[config.mk]
export PLATFORM = sky130hd
export DESIGN_NAME = miriscv_lsu
export DESIGN_NICKNAME = d
export VERILOG_FILES = /design/src/rtl/miriscv_lsu_pkg.sv /design/src/rtl/miriscv_lsu_align.sv /design/src/rtl/miriscv_lsu.sv
export SDC_FILE = /design/constraint.sdc
export NUM_CORES = 1
export LEC_CHECK = 0
export ABC_CLOCK_PERIOD_IN_PS = 3000
export CAP_MARGIN = 20
export CORE_AREA = 2 2 127 129
export DETAILED_ROUTE_END_ITERATION = 7
export DIE_AREA = 0 0 129 131
export GPL_TIMING_DRIVEN = 0
export PLACE_DENSITY_LB_ADDON = 0.15
export SETUP_SLACK_MARGIN = 0.4
export SLEW_MARGIN = 0
export SYNTH_ARGS = -nofsm -noshare
export SYNTH_HDL_FRONTEND = slang
export SYNTH_HIERARCHICAL = 1
export SYNTH_SLANG_ARGS = --single-unit
[constraint.sdc]
create_clock -name clk_i -period 3 [get_ports clk_i]
set_input_delay 0.6 -clock clk_i [delete_from_list [all_inputs] [get_ports clk_i]]
set_output_delay 0.6 -clock clk_i [all_outputs]
set_load 0.05 [all_outputs]
[src/rtl/miriscv_lsu_pkg.sv]
// Shared definitions for the load/store unit: access size codes, FSM states
// and the byte-enable patterns for each access width.
package miriscv_lsu_pkg;

    localparam logic [2:0] LDST_B  = 3'd0;
    localparam logic [2:0] LDST_H  = 3'd1;
    localparam logic [2:0] LDST_W  = 3'd2;
    localparam logic [2:0] LDST_BU = 3'd4;
    localparam logic [2:0] LDST_HU = 3'd5;

    typedef enum logic [1:0] {
        LSU_IDLE    = 2'd0,
        LSU_REQ     = 2'd1,
        LSU_WAIT_RV = 2'd2,
        LSU_DONE    = 2'd3
    } lsu_state_e;

    localparam logic [3:0] BE_BYTE = 4'b0001;
    localparam logic [3:0] BE_HALF = 4'b0011;
    localparam logic [3:0] BE_WORD = 4'b1111;

endpackage

[src/rtl/miriscv_lsu_align.sv]
// Combinational lane logic: byte enables, store-data replication and
// misalign/bad-size detection for a new request, plus load extraction.
module miriscv_lsu_align
    import miriscv_lsu_pkg::*;
(
    input  logic [2:0]  req_size_i,
    input  logic [1:0]  req_offs_i,
    input  logic [31:0] req_wdata_i,
    output logic [3:0]  req_be_o,
    output logic [31:0] req_wdata_o,
    output logic        req_err_o,
    input  logic [2:0]  rsp_size_i,
    input  logic [1:0]  rsp_offs_i,
    input  logic [31:0] rsp_rdata_i,
    output logic [31:0] rsp_data_o
);

    logic [7:0]  rsp_byte;
    logic [15:0] rsp_half;

    always_comb begin
        req_be_o    = '0;
        req_wdata_o = req_wdata_i;
        req_err_o   = 1'b0;
        case (req_size_i)
            LDST_B, LDST_BU: begin
                req_be_o    = BE_BYTE << req_offs_i;
                req_wdata_o = {4{req_wdata_i[7:0]}};
            end
            LDST_H, LDST_HU: begin
                req_be_o    = BE_HALF << {req_offs_i[1], 1'b0};
                req_wdata_o = {2{req_wdata_i[15:0]}};
                req_err_o   = req_offs_i[0];
            end
            LDST_W: begin
                req_be_o  = BE_WORD;
                req_err_o = |req_offs_i;
            end
            default: req_err_o = 1'b1;
        endcase
    end

    always_comb begin
        case (rsp_offs_i)
            2'd0:    rsp_byte = rsp_rdata_i[7:0];
            2'd1:    rsp_byte = rsp_rdata_i[15:8];
            2'd2:    rsp_byte = rsp_rdata_i[23:16];
            default: rsp_byte = rsp_rdata_i[31:24];
        endcase
        rsp_half = rsp_offs_i[1] ? rsp_rdata_i[31:16] : rsp_rdata_i[15:0];

        case (rsp_size_i)
            LDST_B:  rsp_data_o = {{24{rsp_byte[7]}}, rsp_byte};
            LDST_BU: rsp_data_o = {24'd0, rsp_byte};
            LDST_H:  rsp_data_o = {{16{rsp_half[15]}}, rsp_half};
            LDST_HU: rsp_data_o = {16'd0, rsp_half};
            default: rsp_data_o = rsp_rdata_i;
        endcase
    end

endmodule

[src/rtl/miriscv_lsu.sv]
// Load/store unit: latches a decoded access, runs the req/gnt/rvalid handshake
// with data memory while stalling the core, and returns extended load data.
module miriscv_lsu
    import miriscv_lsu_pkg::*;
#(
    parameter int unsigned TIMEOUT = 255
) (
    input  logic        clk_i,
    input  logic        arstn_i,
    input  logic        lsu_req_i,
    input  logic        lsu_we_i,
    input  logic [2:0]  lsu_size_i,
    input  logic [31:0] lsu_addr_i,
    input  logic [31:0] lsu_data_i,
    output logic [31:0] lsu_data_o,
    output logic        lsu_stall_req_o,
    output logic        lsu_err_o,
    output logic        data_req_o,
    output logic        data_we_o,
    output logic [3:0]  data_be_o,
    output logic [31:0] data_addr_o,
    output logic [31:0] data_wdata_o,
    input  logic        data_gnt_i,
    input  logic        data_rvalid_i,
    input  logic [31:0] data_rdata_i
);

    lsu_state_e  state_q, state_d;
    logic        we_q;
    logic [2:0]  size_q;
    logic [31:0] addr_q;
    logic [3:0]  be_q;
    logic [31:0] wdata_q;
    logic [31:0] rdata_q;
    logic        err_q;
    logic [31:0] cnt_q;

    logic [3:0]  req_be;
    logic [31:0] req_wdata;
    logic        req_err;
    logic [31:0] rsp_data;
    logic        timeout_hit;

    miriscv_lsu_align u_align (
        .req_size_i  (lsu_size_i),
        .req_offs_i  (lsu_addr_i[1:0]),
        .req_wdata_i (lsu_data_i),
        .req_be_o    (req_be),
        .req_wdata_o (req_wdata),
        .req_err_o   (req_err),
        .rsp_size_i  (size_q),
        .rsp_offs_i  (addr_q[1:0]),
        .rsp_rdata_i (data_rdata_i),
        .rsp_data_o  (rsp_data)
    );

    // >= rather than == so an access granted on the last budgeted cycle still
    // times out in WAIT_RV instead of waiting forever.
    assign timeout_hit = (TIMEOUT != 0) && (cnt_q >= 32'(TIMEOUT - 1));

    always_ff @(posedge clk_i or negedge arstn_i) begin
        if (!arstn_i) state_q <= LSU_IDLE;
        else          state_q <= state_d;
    end

    always_comb begin
        state_d = state_q;
        case (state_q)
            LSU_IDLE:    if (lsu_req_i) state_d = req_err ? LSU_DONE : LSU_REQ;
            LSU_REQ:     if (data_gnt_i) state_d = LSU_WAIT_RV;
                         else if (timeout_hit) state_d = LSU_DONE;
            LSU_WAIT_RV: if (data_rvalid_i || timeout_hit) state_d = LSU_DONE;
            default:     state_d = LSU_IDLE;
        endcase
    end

    always_comb begin
        data_req_o      = (state_q == LSU_REQ);
        lsu_stall_req_o = lsu_req_i && (state_q != LSU_DONE);
        lsu_err_o       = (state_q == LSU_DONE) && err_q;
    end

    always_ff @(posedge clk_i or negedge arstn_i) begin
        if (!arstn_i) begin
            we_q    <= 1'b0;
            size_q  <= '0;
            addr_q  <= '0;
            be_q    <= '0;
            wdata_q <= '0;
            rdata_q <= '0;
            err_q   <= 1'b0;
            cnt_q   <= '0;
        end else begin
            case (state_q)
                LSU_IDLE: if (lsu_req_i) begin
                    we_q    <= lsu_we_i;
                    size_q  <= lsu_size_i;
                    addr_q  <= lsu_addr_i;
                    be_q    <= req_be;
                    wdata_q <= req_wdata;
                    err_q   <= req_err;
                    cnt_q   <= '0;
                end
                LSU_REQ: begin
                    cnt_q <= cnt_q + 32'd1;
                    if (!data_gnt_i && timeout_hit) err_q <= 1'b1;
                end
                LSU_WAIT_RV: begin
                    cnt_q <= cnt_q + 32'd1;
                    if (data_rvalid_i) begin
                        if (!we_q) rdata_q <= rsp_data;
                    end else if (timeout_hit) begin
                        err_q <= 1'b1;
                    end
                end
                default: err_q <= 1'b0;
            endcase
        end
    end

    assign lsu_data_o   = rdata_q;
    assign data_we_o    = we_q;
    assign data_be_o    = be_q;
    assign data_addr_o  = {addr_q[31:2], 2'b00};
    assign data_wdata_o = wdata_q;

endmodule
==> impl_metrics.ini <==
[clock_network]
cts_max_path_buffers = 2
htree_levels = 4
cts.sinks = 139
numCtsBuffers = 17
cts_root_buffer = clkbuf_16
cts_hold_buf = 0
clk_latency_ps = 420
clk_pin_slew_ps = 60
cts_tree = done

[setup_path]
cpMaxStageDelayCell = dfrtp_1
critPathLaunchType = flop
worstRegToRegCells = 8
crit_family = buffers and inverters
worstPathArrival_ps = 1830
crit_end = lsu_stall_req_o
crit_fanout = 9
startpoint = state_q[0]
endpoint_kind = output port
cp_cell_sequence = ha_1 -> clkbuf_2 -> nor2b_1 -> clkdlybuf4s15_2
path_buf_inv = 2
ff2ff_setup_slack_ps = 620
timing.rr.start = state_q[0]
critPathKind = flop to output port
crit_cells = 4
regToRegEndpoint = cnt_q[31]
crit_required_ps = 2400
cpPeakStageDelay_ps = 410

[cells_and_area]
area_delta_synth_final_pct = 40.4
antenna_cells = 0
multiInputGateArea_sq_um = 3290
seqCellArea_sq_um = 3480
final_core_util = 0.657
n_fill_cell = 1247
drive_above_1_share = 0.267
fin_area_sq_um = 10200
layout.nets = 973

[detailed_routing]
first_pass_iters = 5
antenna_left = 0
route.detailed.wl_per_inst_um = 17.5
drt_iter0_markers = 373
drt-total-wl_um = 19100
drc = 0
vias = 5807
drt-vias-per-instance = 5.32

[timing]
maxSlewViolCount = 0
relSlewSlack = 0.415
setup_violations = 0
clock_skew_ps = 6.48
grt_setup_unrepaired = no
hold_viol = 0
worst_pin_slew_ps = 874
clock.fmax_mhz = 411
period_share = 0.811
period_needed_ps = 2430

[min_path]
min_path_type = primary input to async pin

[yosys]
synth_edf_count = 0
synth-seq-area-share = 0.477
synthArstFlopShare = 1.00
synth-seq-cells = 139
synth_cell_types = 49
synth_warnings = 6
synthFlopType = dfrtp_1
syn_area_sq_um = 7290
syn_inst = 635
syn_area_per_cell_sq_um = 11.5

[floorplan]
row_count = 46
core_area_sq_um = 15600
initial_utilization = 0.468
die-area_sq_um = 16900
io_pins = 209
die_y_um = 131
die_x_um = 129

[grt]
grt_first_pass_wirelength_um = 30100
grt_pass1_vias = 5901
grt_use_total = 0.232
grt_overflow_total = 0
grt_start_max_net_pins = 79
antenna_found_initial = 0

[place]
postPlaceCellArea_sq_um = 9660
dp_hpwl_um = 14200
place_congestion = 0.857
port_buffers = 206

[pwr]
p_leak_nw = 4.41
ir_drop_uv = 624
powerDensity_nw_per_um2 = 1170

[run_status]
status = completed

[run]
max_cap_viol_count = 0
==> Yosys cell counts, drive strengths merged, types with 8 or more instances <==
library cell	instances	share of area
inv	14	0.0072
nand2	35	0.018
o21ai	28	0.019
clkbuf	19	0.0098
nor2	40	0.021
buf	57	0.055
a221o	8	0.011
nor4	8	0.0098
xor2	19	0.023
a21oi	20	0.014
nand4	13	0.011
mux2	124	0.19
mux4	8	0.025
nand3	10	0.0075
dfrtp	139	0.48
mux2i	8	0.011
==> layout by cell type (no fill, tap or decap), types with 6 or more instances in the layout <==
master and n:
a21oi_1 19, a311oi_1 7, nor2_1 39, mux4_2 8, nand2_1 35, and2_1 7, a22o_1 7, inv_1 14
nand4_1 13, o21ai_0 25, buf_2 11, mux2i_1 8, nor4_1 6, mux2_2 123, xor2_1 19, dfrtp_1 139
or3_1 7, nor2b_1 7, and3_1 6, a221o_1 8, nand3_1 9, buf_4 41, clkdlybuf4s50_1 202, clkbuf_1 17
ha_1 6, clkbuf_16 17, o22ai_1 7
==> layer usage <==
metal	part of all wire	up-vias	global-route usage
met2	0.49	245	0.393
met5	0	-	0
li1	-	2685	-
met4	0.030	0	0.101
met1	0.41	2836	0.287
met3	0.066	41	0.0517
==> worst min-delay path by stage <==
stage / startpoint / end / slack, ps / depth (start not counted)
6_report: arstn_i / addr_q[4] / 200 / 1
5_1_grt: arstn_i / addr_q[4] / 250 / 1
4_1_cts: arstn_i / addr_q[10] / 220 / 1
3_5_place_dp: data_wdata_o[2] / data_wdata_o[2] / 490 / 1
3_3_place_gp: err_q / err_q / 490 / 1
2_1_floorplan: arstn_i / addr_q[0] / 300 / 0
==> registers in the layout (all words and copies together), names as in the netlist, 2 cells and up <==
signal,flops
data_wdata_o,32
data_be_o,4
addr_q,32
lsu_data_o,32
state_q,2
cnt_q,32
size_q,3
==> timing repair <==
action | 4_1_cts | 5_1_grt
pin swaps | 0 | 1
gates resized for setup | 6 | 6
gates cloned | 0 | 0
setup buffers | 0 | 0
endpoints found under the setup margin | 2 | 29
==> where the power goes <==
part	total, W	internal [W]	switching (W)
Sequential	0.00304	0.00262	0.000422
Clock	0.00203	0.00118	0.000854
Combinational	0.00687	0.00276	0.00412
Total	0.0119	0.00655	0.00539
==> per-stage QoR <==
stage / setup WS [ps] / std cells / setup TNS (ps) / hold WS, ps / power [W]
after floorplan: 894 / 636 / 0 / 304 / 0.00777
after global placement: -4150 / 1058 / -576120 / 485 / 0.00980
after detailed placement: 77.2 / 1059 / 0 / 491 / 0.00995
after CTS: 411 / 1091 / 0 / 224 / 0.0120
after global routing: 421 / 1091 / 0 / 249 / 0.0125
final: 566 / 1091 / 0 / 199 / 0.0119
==> area by class of cell <==
class,instances,share of cell area
Buffer,76,0.0467
Inverter,14,0.00513
Clock inverter,14,0.0133
Tap cell,216,0.0264
Timing Repair Buffer,207,0.205
Clock buffer,18,0.0429
Sequential cell,139,0.340
Multi-Input combinational cell,407,0.322
==> kinds of logic after synthesis <==
kind of cell | share of synthesized area
other | 0.000514
buffers and inverters | 0.0724
and+or+nand+nor | 0.109
xor gates and xnor gates | 0.0276
AOI/OAI and AO/OA | 0.0758
DFF | 0.477
muxes | 0.227
adders and majority gates | 0.0103
Power figures use the tool's default switching activity.
